--- src/rtl/adder_arbiter_pkg.sv ---
// adder_arb_pkg: shared types and constants for the adder_arbiter slice.
//   NREQ_DEF : default requester count
//   OPND_W   : operand width fed to the shared Adder
//   SUM_W    : Adder result width (carry lands in the top bit)
//   ID_MAXW  : widest requester ID the block supports (NREQ up to 16)
//   state_t  : output-register FSM {EMPTY, FULL}
//   rsp_t    : held response {id, sum}
package adder_arb_pkg;

    localparam int NREQ_DEF = 4;
    localparam int OPND_W   = 2;
    localparam int SUM_W    = 3;
    localparam int ID_MAXW  = 4;

    typedef enum logic {
        EMPTY = 1'b0,
        FULL  = 1'b1
    } state_t;

    // id is sized for the largest legal NREQ; the top uses the low IDW bits.
    typedef struct packed {
        logic [ID_MAXW-1:0] id;
        logic [SUM_W-1:0]   sum;
    } rsp_t;

endpackage

--- src/rtl/adder_arbiter_adder.sv ---
// Adder: the shared 2-bit + 2-bit datapath.
//   a, b : operands
//   out  : zero-extended sum, carry in bit 2
module Adder
    import adder_arb_pkg::*;
(
    input  logic [OPND_W-1:0] a,
    input  logic [OPND_W-1:0] b,
    output logic [SUM_W-1:0]  out
);

    assign out = {1'b0, a} + {1'b0, b};

endmodule

--- src/rtl/adder_arbiter.sv ---
// adder_arbiter: round-robin arbiter sharing one Adder among NREQ requesters,
// with a single-entry output register drained over valid/ready.
//   clock, reset        : clock, synchronous active-high reset
//   req_valid/req_ready : per-requester handshake (req_ready one-hot or zero)
//   req_a, req_b        : packed operands, requester i at [2i+1:2i]
//   rsp_valid/rsp_ready : downstream handshake
//   rsp_id, rsp_sum     : registered requester index and sum
module adder_arbiter
    import adder_arb_pkg::*;
#(
    parameter int NREQ = NREQ_DEF,
    parameter int IDW  = 2
) (
    input  logic                     clock,
    input  logic                     reset,
    input  logic [NREQ-1:0]          req_valid,
    output logic [NREQ-1:0]          req_ready,
    input  logic [OPND_W*NREQ-1:0]   req_a,
    input  logic [OPND_W*NREQ-1:0]   req_b,
    output logic                     rsp_valid,
    input  logic                     rsp_ready,
    output logic [IDW-1:0]           rsp_id,
    output logic [SUM_W-1:0]         rsp_sum
);

    state_t                       state, state_nxt;
    rsp_t                         rsp_q;
    logic [IDW-1:0]               ptr;
    logic [IDW-1:0]               gnt_idx;
    logic                         gnt_hit;
    logic                         can_accept;
    logic                         grant;
    logic [NREQ-1:0][OPND_W-1:0]  a_v, b_v;
    logic [OPND_W-1:0]            add_a, add_b;
    logic [SUM_W-1:0]             add_out;
    logic                         unused_id_hi;

    // First valid index scanning ptr, ptr+1, ..., wrapping to ptr-1.
    function automatic logic [IDW-1:0] rr_pick(input logic [NREQ-1:0] v,
                                               input logic [IDW-1:0]  p,
                                               output logic           hit);
        logic [IDW-1:0] ii;
        rr_pick = '0;
        hit     = 1'b0;
        for (int k = 0; k < NREQ; k++) begin
            ii = IDW'((int'(p) + k) % NREQ);
            if (!hit && v[ii]) begin
                hit     = 1'b1;
                rr_pick = ii;
            end
        end
    endfunction

    assign a_v = req_a;
    assign b_v = req_b;

    always_comb begin
        gnt_idx = rr_pick(req_valid, ptr, gnt_hit);
    end

    assign can_accept = (state == EMPTY) || rsp_ready;
    // Reset blocks grants so nothing is consumed from a requester that cycle.
    assign grant      = gnt_hit && can_accept && !reset;

    always_comb begin
        req_ready = '0;
        if (grant) req_ready[gnt_idx] = 1'b1;
    end

    // Idle Adder inputs are zeroed so operands only reach it when granted.
    assign add_a = grant ? a_v[gnt_idx] : '0;
    assign add_b = grant ? b_v[gnt_idx] : '0;

    Adder u_add (
        .a   (add_a),
        .b   (add_b),
        .out (add_out)
    );

    always_ff @(posedge clock) begin
        if (reset) state <= EMPTY;
        else       state <= state_nxt;
    end

    always_comb begin
        state_nxt = state;
        case (state)
            EMPTY: if (grant) state_nxt = FULL;
            FULL:  if (!grant && rsp_ready) state_nxt = EMPTY;
            default: state_nxt = EMPTY;
        endcase
    end

    // id/sum only change on a grant; a plain drain leaves them stale.
    always_ff @(posedge clock) begin
        if (reset) begin
            rsp_q <= '0;
            ptr   <= '0;
        end else if (grant) begin
            rsp_q <= '{id: ID_MAXW'(gnt_idx), sum: add_out};
            ptr   <= (int'(gnt_idx) == NREQ-1) ? '0 : gnt_idx + 1'b1;
        end
    end

    assign rsp_valid    = (state == FULL);
    assign rsp_id       = rsp_q.id[IDW-1:0];
    assign rsp_sum      = rsp_q.sum;
    assign unused_id_hi = ^rsp_q.id;

endmodule
--- config.mk ---
export PLATFORM = sky130hd
export DESIGN_NAME = adder_arbiter
export DESIGN_NICKNAME = d
export VERILOG_FILES = /design/src/rtl/adder_arbiter_pkg.sv /design/src/rtl/adder_arbiter_adder.sv /design/src/rtl/adder_arbiter.sv
export SDC_FILE = /design/constraint.sdc
export NUM_CORES = 1
export LEC_CHECK = 0
export ABC_AREA = 1
export ABC_CLOCK_PERIOD_IN_PS = 3100
export CELL_PAD_IN_SITES_DETAIL_PLACEMENT = 2
export CELL_PAD_IN_SITES_GLOBAL_PLACEMENT = 2
export CORE_MARGIN = 2
export CORE_UTILIZATION = 22
export DETAILED_ROUTE_END_ITERATION = 16
export PLACE_DENSITY = 0.84
export SKIP_LAST_GASP = 1
export SYNTH_ARGS = -nofsm -noshare
export SYNTH_HDL_FRONTEND = slang
export SYNTH_SLANG_ARGS = --single-unit
--- constraint.sdc ---
create_clock -name clock -period 3.1 [get_ports clock]
set_input_delay 0.62 -clock clock [delete_from_list [all_inputs] [get_ports clock]]
set_output_delay 0.62 -clock clock [all_outputs]
set_load 0.05 [all_outputs]
==> results of run 1 <==
## layout by cell type (no fill, tap or decap)
cell type / count
nor2_2: 5
dfxtp_1: 8
nand2_2: 11
clkbuf_8: 3
buf_4: 10
o21ai_1: 1
nand2_8: 1
nand2_1: 64
buf_12: 5
clkdlybuf4s50_1: 27
a21oi_2: 2
nand2_4: 2
nand3_1: 6
ha_1: 5
dlymetal6s2s_1: 1
nand3_4: 2
o21ai_0: 3
nand4_1: 8
fa_1: 1
nor2_1: 4
nand3_2: 5
inv_1: 11
a21oi_1: 1
nor2_4: 2
inv_2: 10
## where the power goes
part | switching (W) | internal (W) | total, W
registers | 0.0000221 | 0.000136 | 0.000158
logic | 0.000801 | 0.000512 | 0.00131
clock network | 0.0000399 | 0.0000840 | 0.000124
## registers in the layout, indices dropped and copies added (netlist names)
name       cells
rsp_id         2
rsp_valid      1
ptr            2
rsp_sum        3
## worst max-delay path by stage
stage / endpoint / slack [ps] / cells past startpoint
floorplan: req_ready[1] / 200 / 13
global placement: req_ready[1] / -40 / 13
detailed placement: req_ready[1] / -120 / 13
CTS: req_ready[1] / -10 / 13
global route: req_ready[0] / -30 / 12
finish: req_ready[1] / 90 / 13
## logic make-up after synthesis
family	synth area share, %
DFF	16.8
buffers and inverters	13.9
and+or+nand+nor	56.2
adders and majority gates	8.66
AOI/OAI and AO/OA	4.46
## final cells by class
class	instances	area, um^2
repair buffers	43	458
flip-flops and latches	8	160
fillers	494	2570
multi-input cells	123	711
clock buffers	3	41.3
well taps	50	62.6
inverters	21	78.8
## critical path: stages
cell             delay, ps
clkdlybuf4s50_1        480
inv_1                   60
nand2_1                100
nand3_1                 90
nand2_1                130
inv_2                   80
nand3_4                120
nand3_4                110
inv_2                   80
ha_1                   150
inv_1                   70
nor2_4                 140
buf_12                 150
## timing repair
action | CTS | global route
setup buffers | 0 | 1
cloned | 0 | 0
setup endpoints to repair | 3 | 5
resized for setup | 3 | 17
pin swaps | 0 | 6
## metal layers
metal / GRT usage, % / vias up / share of wire (%)
met5: 0 / - / 0
met4: 4.49 / 0 / 2.3
met3: 0.436 / 4 / 2.5
met2: 23.2 / 25 / 50
met1: 16.3 / 503 / 45
li1: - / 571 / -
## stage by stage
stage	cells	util (%)	hold slack, ps	TNS, ps	total power [W]
2_1_floorplan	156	-	537	0	0.000964
3_3_place_gp	244	34.5	460	-37.8	0.00134
3_5_place_dp	244	34.5	473	-325	0.00138
4_1_cts	247	35.8	470	-23.5	0.00154
5_1_grt	248	37.0	512	-69.3	0.00175
6_report	248	37.0	466	0	0.00159
==> summary.md, run 1 <==
| Metric | Value |
|---|---|
| Cell depth of the worst hold path | `2` |
| Share of layout cells above drive strength 1 | `29.3%` |
| Pwr Density | `1060 mW/mm^2` |
| First-pass GRT wire length | `5180 um` |
| CTS max path bufs | `2` |
| Commonest cells post-synth | `67 x nand2_1, 16 x inv_1, 9 x nor2_1` |
| Root buffer cell | `clkbuf_8` |
| Unique masters post-synth | `22` |
| Final ANT Viol Nets | `0` |
| Fin. max-slew vios | `0` |
| Top-count cell post-synth | `nand2_1` |
| Drc violations | `0` |
| Mean Syn Cell Area | `6.11 um^2` |
| Yosys top cell by area | `nand2_1` |
| CTS tree | `yes` |
| Cell Rows | `23` |
| Routed wire length | `3110 um` |
| Clock Skew | `4.14 ps` |
| WS Path Type | `in -> out` |
| Status | `complete, no violations` |
| Worst setup margin | `86.5 ps` |
| FF-to-FF setup slack | `560 ps` |
| Setup crit start | `req_valid[2]` |
| Terminus of the critical flop-to-flop path | `rsp_sum[1]` |
| Layout net count | `229` |
| DR WL/cell | `12.5 um` |
| Largest net degree at the start of global routing | `13` |
| Crit path max fanout | `5` |
| Hold path startpoint | `rsp_sum[2]` |
| Pre-CTS setup slack | `-121 ps` |
| DP HPWL | `2630 um` |
| Inserted Clock Buffers | `3` |
| Ys async rst share | `0%` |
| Clock Latency Late Sink | `230 ps` |
| Top cells by area, synth | `nand2_1 26%, dfxtp_1 17%, ha_1 6.6%, inv_1 6.3%, nand2_2 5.2%` |
| Clk slew on worst S/H paths | `40 ps` |
| Sink of the worst hold path | `rsp_sum[2]` |
| 1st-pass router iterations | `4` |
| Post-synth EDFFs | `0` |
| Vias after detailed routing | `1103` |
| GRT overflow | `0` |
| Drt first-iter violations | `33` |
| CP startpoint kind | `primary input` |
| Top_reg_cell synth | `dfxtp_1` |
| Tmin final | `3010 ps` |
| Diode count | `0` |
| Slew HR | `66.9%` |
| Period Utilization, post-route | `97.2%` |
| Worst VDD drop | `0.279 mV` |
| Buffers on Ports | `32` |
| Gr usage total | `12.9%` |
| Critical Path AT | `2390 ps` |
| Pleak | `0.768 nW` |
| Die height | `69.8 um` |
| MaxCap Viol Count | `0` |
| # IOs | `33` |
| Core ar. | `0.00409 mm^2` |
| Synth Instances | `156` |
| Hold Fails Final Rpt | `0` |
| Hold crit path type | `reg -> reg` |
| RR Startpoint | `ptr[1]` |
| Placer Congestion | `0.846` |
| H-Tree Level Count | `1` |
| Flops & latches, synth | `8` |
| Register area share after synthesis | `16.8%` |
| Number of hold buffers added after cts | `0` |
| Yosys top cell area share | `26.4%` |
| F_max | `332 MHz` |
| Area grow syn2layout | `58.5%` |
| CP required | `2480 ps` |
| Die area | `0.00488 mm^2` |
| Vias/cell | `4.45` |
| Final Cell Area | `0.00151 mm^2` |
| Worst Reg2Reg Path Length in Cells | `17` |
| Antenna violations before repair | `0` |
| Vias in the first global route | `1171` |
| # setup viols final | `0` |
| Mapped Area | `953 um^2` |
| CTS Sinks | `8` |
| Least-Margin Pin Slew | `495 ps` |
| Synth warnings | `0` |
| Placed Area | `0.00141 mm^2` |
| Die W | `69.8 um` |
| Initial core utilization | `23.3%` |
| Net count after synthesis | `185` |
| Critical Path Sink Type | `primary output` |
Note: power is estimated with default switching activity, not from simulation.
==> inputs of run 2 (changes only) <==
- MAX_ROUTING_LAYER: unset -> met4
==> summary.md, run 2 (synthesis gave the netlist of run 1 again) <==
| Metric | Value |
|---|---|
| Status | `complete, no violations` |
| Placed Area | `0.00141 mm^2` |
| Hold_ws | `466 ps` |
| NetSw | `0.000862 W` |
| Worst VDD drop | `0.279 mV` |
| GRT Max-Usage Layer | `met2` |
| Drt first-iter violations | `33` |
| Tmin final | `3010 ps` |
| Sequential share of power | `9.9%` |
| 1st-pass router iterations | `4` |
| Inserted Clock Buffers | `3` |
| Die height | `69.8 um` |
| WS Path Type | `in -> out` |
| Share of layout cells above drive strength 1 | `29.3%` |
| CP startpoint kind | `primary input` |
| CTS max path bufs | `2` |
| Switching Share | `54.1%` |
| CP peak stage delay | `480 ps` |
| Buffers on Ports | `32` |
| Most frequent cells in the layout | `64 x nand2_1, 27 x clkdlybuf4s50_1, 11 x inv_1, 11 x nand2_2` |
| Largest net degree at the start of global routing | `13` |
| Die area | `0.00488 mm^2` |
| Clock Skew | `4.14 ps` |
| CP required | `2480 ps` |
| Routed wire length | `3110 um` |
| Logic pwr share | `82.3%` |
| Vias in the first global route | `1171` |
| Clock Power Share | `7.8%` |
| Core ar. | `0.00409 mm^2` |
| Worst Reg2Reg Path Length in Cells | `17` |
| Clk slew on worst S/H paths | `40 ps` |
| Least-Margin Pin Slew | `495 ps` |
| Antenna violations before repair | `0` |
| Slew HR | `66.9%` |
| Clock Latency Late Sink | `230 ps` |
| Crit path max fanout | `5` |
| Fin util | `37.0%` |
| CTS tree | `yes` |
| Initial core utilization | `23.3%` |
| CTS Sinks | `8` |
| Critical Path AT | `2390 ps` |
| M2 GR Usage | `23.2%` |
| Pleak | `0.768 nW` |
| Critical Path Sink Type | `primary output` |
| # IOs | `33` |
| Vias after detailed routing | `1103` |
| Layout net count | `229` |
| Int Pwr | `0.000732 W` |
| Fin. max-slew vios | `0` |
| Crit-path slowest cell | `clkdlybuf4s50_1` |
| F_max | `332 MHz` |
| Cell depth of the worst hold path | `2` |
| Cell Rows | `23` |
| Hold path startpoint | `rsp_sum[2]` |
| Hold Fails Final Rpt | `0` |
| Vias/cell | `4.45` |
| Drc violations | `0` |
| Root buffer cell | `clkbuf_8` |
| Met3 global-route usage | `0.436%` |
| Terminus of the critical flop-to-flop path | `rsp_sum[1]` |
| Placer Congestion | `0.859` |
| Max reg flops | `3` |
| Number of hold buffers added after cts | `0` |
| Crit-path cells | `clkdlybuf4s50_1 > inv_1 > nand2_1 > nand3_1 > nand2_1 > inv_2 > nand3_4 > nand3_4 > inv_2 > ha_1 > inv_1 > nor2_4 > buf_12` |
| Pwr Density | `1050 mW/mm^2` |
| Final Cell Area | `0.00151 mm^2` |
| Met1 GRT Util | `16.3%` |
| H-Tree Level Count | `1` |
| FF-to-FF setup slack | `560 ps` |
| DP HPWL | `2630 um` |
| RR Startpoint | `ptr[1]` |
| MaxCap Viol Count | `0` |
| Period Utilization, post-route | `97.2%` |
| Diode count | `0` |
| Final ANT Viol Nets | `0` |
| Die W | `69.8 um` |
| Gr usage total | `13.2%` |
| Sink of the worst hold path | `rsp_sum[2]` |
| Area grow syn2layout | `58.5%` |
| First-pass GRT wire length | `5180 um` |
| DR WL/cell | `12.5 um` |
| Hold crit path type | `reg -> reg` |
| GRT overflow | `0` |
| # setup viols final | `0` |
| Commonest non-fill, non-tap cell in the layout | `nand2_1` |
run 2: cell counts in the layout (fill, tap and decap cells not counted):
Identical to the previous run, type by type.
run 2: layout make-up:
cell class                      instances  area [um^2]
Tap cell                               50         62.6
Fill cell                             494         2570
Clock buffer                            3         41.3
Multi-Input combinational cell        123          711
Sequential cell                         8          160
Inverter                               21         78.8
Timing Repair Buffer                   43          458
run 2: power by group through the flow:
| stage | clock, W | sequential (W) | combinational [W] |
|---|---|---|---|
| CTS | 0.000129 | 0.000159 | 0.00125 |
| finish | 0.000124 | 0.000158 | 0.00131 |
| global placement | 0 | 0.000160 | 0.00118 |
| detailed placement | 0 | 0.000161 | 0.00122 |
| floorplan | 0 | 0.000230 | 0.000734 |
| global route | 0.000131 | 0.000163 | 0.00145 |
run 2: what timing repair did:
item                                    in CTS  in global routing
endpoints found under the setup margin       3                  5
buffers inserted                             0                  1
pin swaps                                    0                  6
gates resized for setup                      3                 17
run 2: through the flow:
step	setup WS (ps)	TNS [ps]	total power [W]	instances
after floorplan	203	0	0.000964	156
after detailed placement	-121	-325	0.00138	244
after CTS	-12.0	-23.5	0.00154	247
after global placement	-37.8	-37.8	0.00134	244
final	87.7	0	0.00159	248
after global routing	-30.5	-69.3	0.00175	248
run 2: worst max path at each step:
stage | cells after the start | slack [ps] | startpoint | endpoint
floorplan | 13 | 200 | req_valid[3] | req_ready[1]
global placement | 13 | -40 | req_valid[2] | req_ready[1]
detailed placement | 13 | -120 | req_valid[2] | req_ready[1]
CTS | 13 | -10 | req_valid[2] | req_ready[1]
global route | 12 | -30 | req_valid[2] | req_ready[0]
finish | 13 | 90 | req_valid[2] | req_ready[1]
run 2: critical path: cells and delay by family:
family                     cells  cell delay (ps)
and+or+nand+nor                6              690
buffers and inverters          6              920
adders and majority gates      1              150
run 2: metal layers:
layer / wire (um) / part of all wire [%]
met5: 0 / 0
met2: 1550 / 50
met1: 1410 / 45
met4: 70 / 2.3
met3: 76 / 2.4
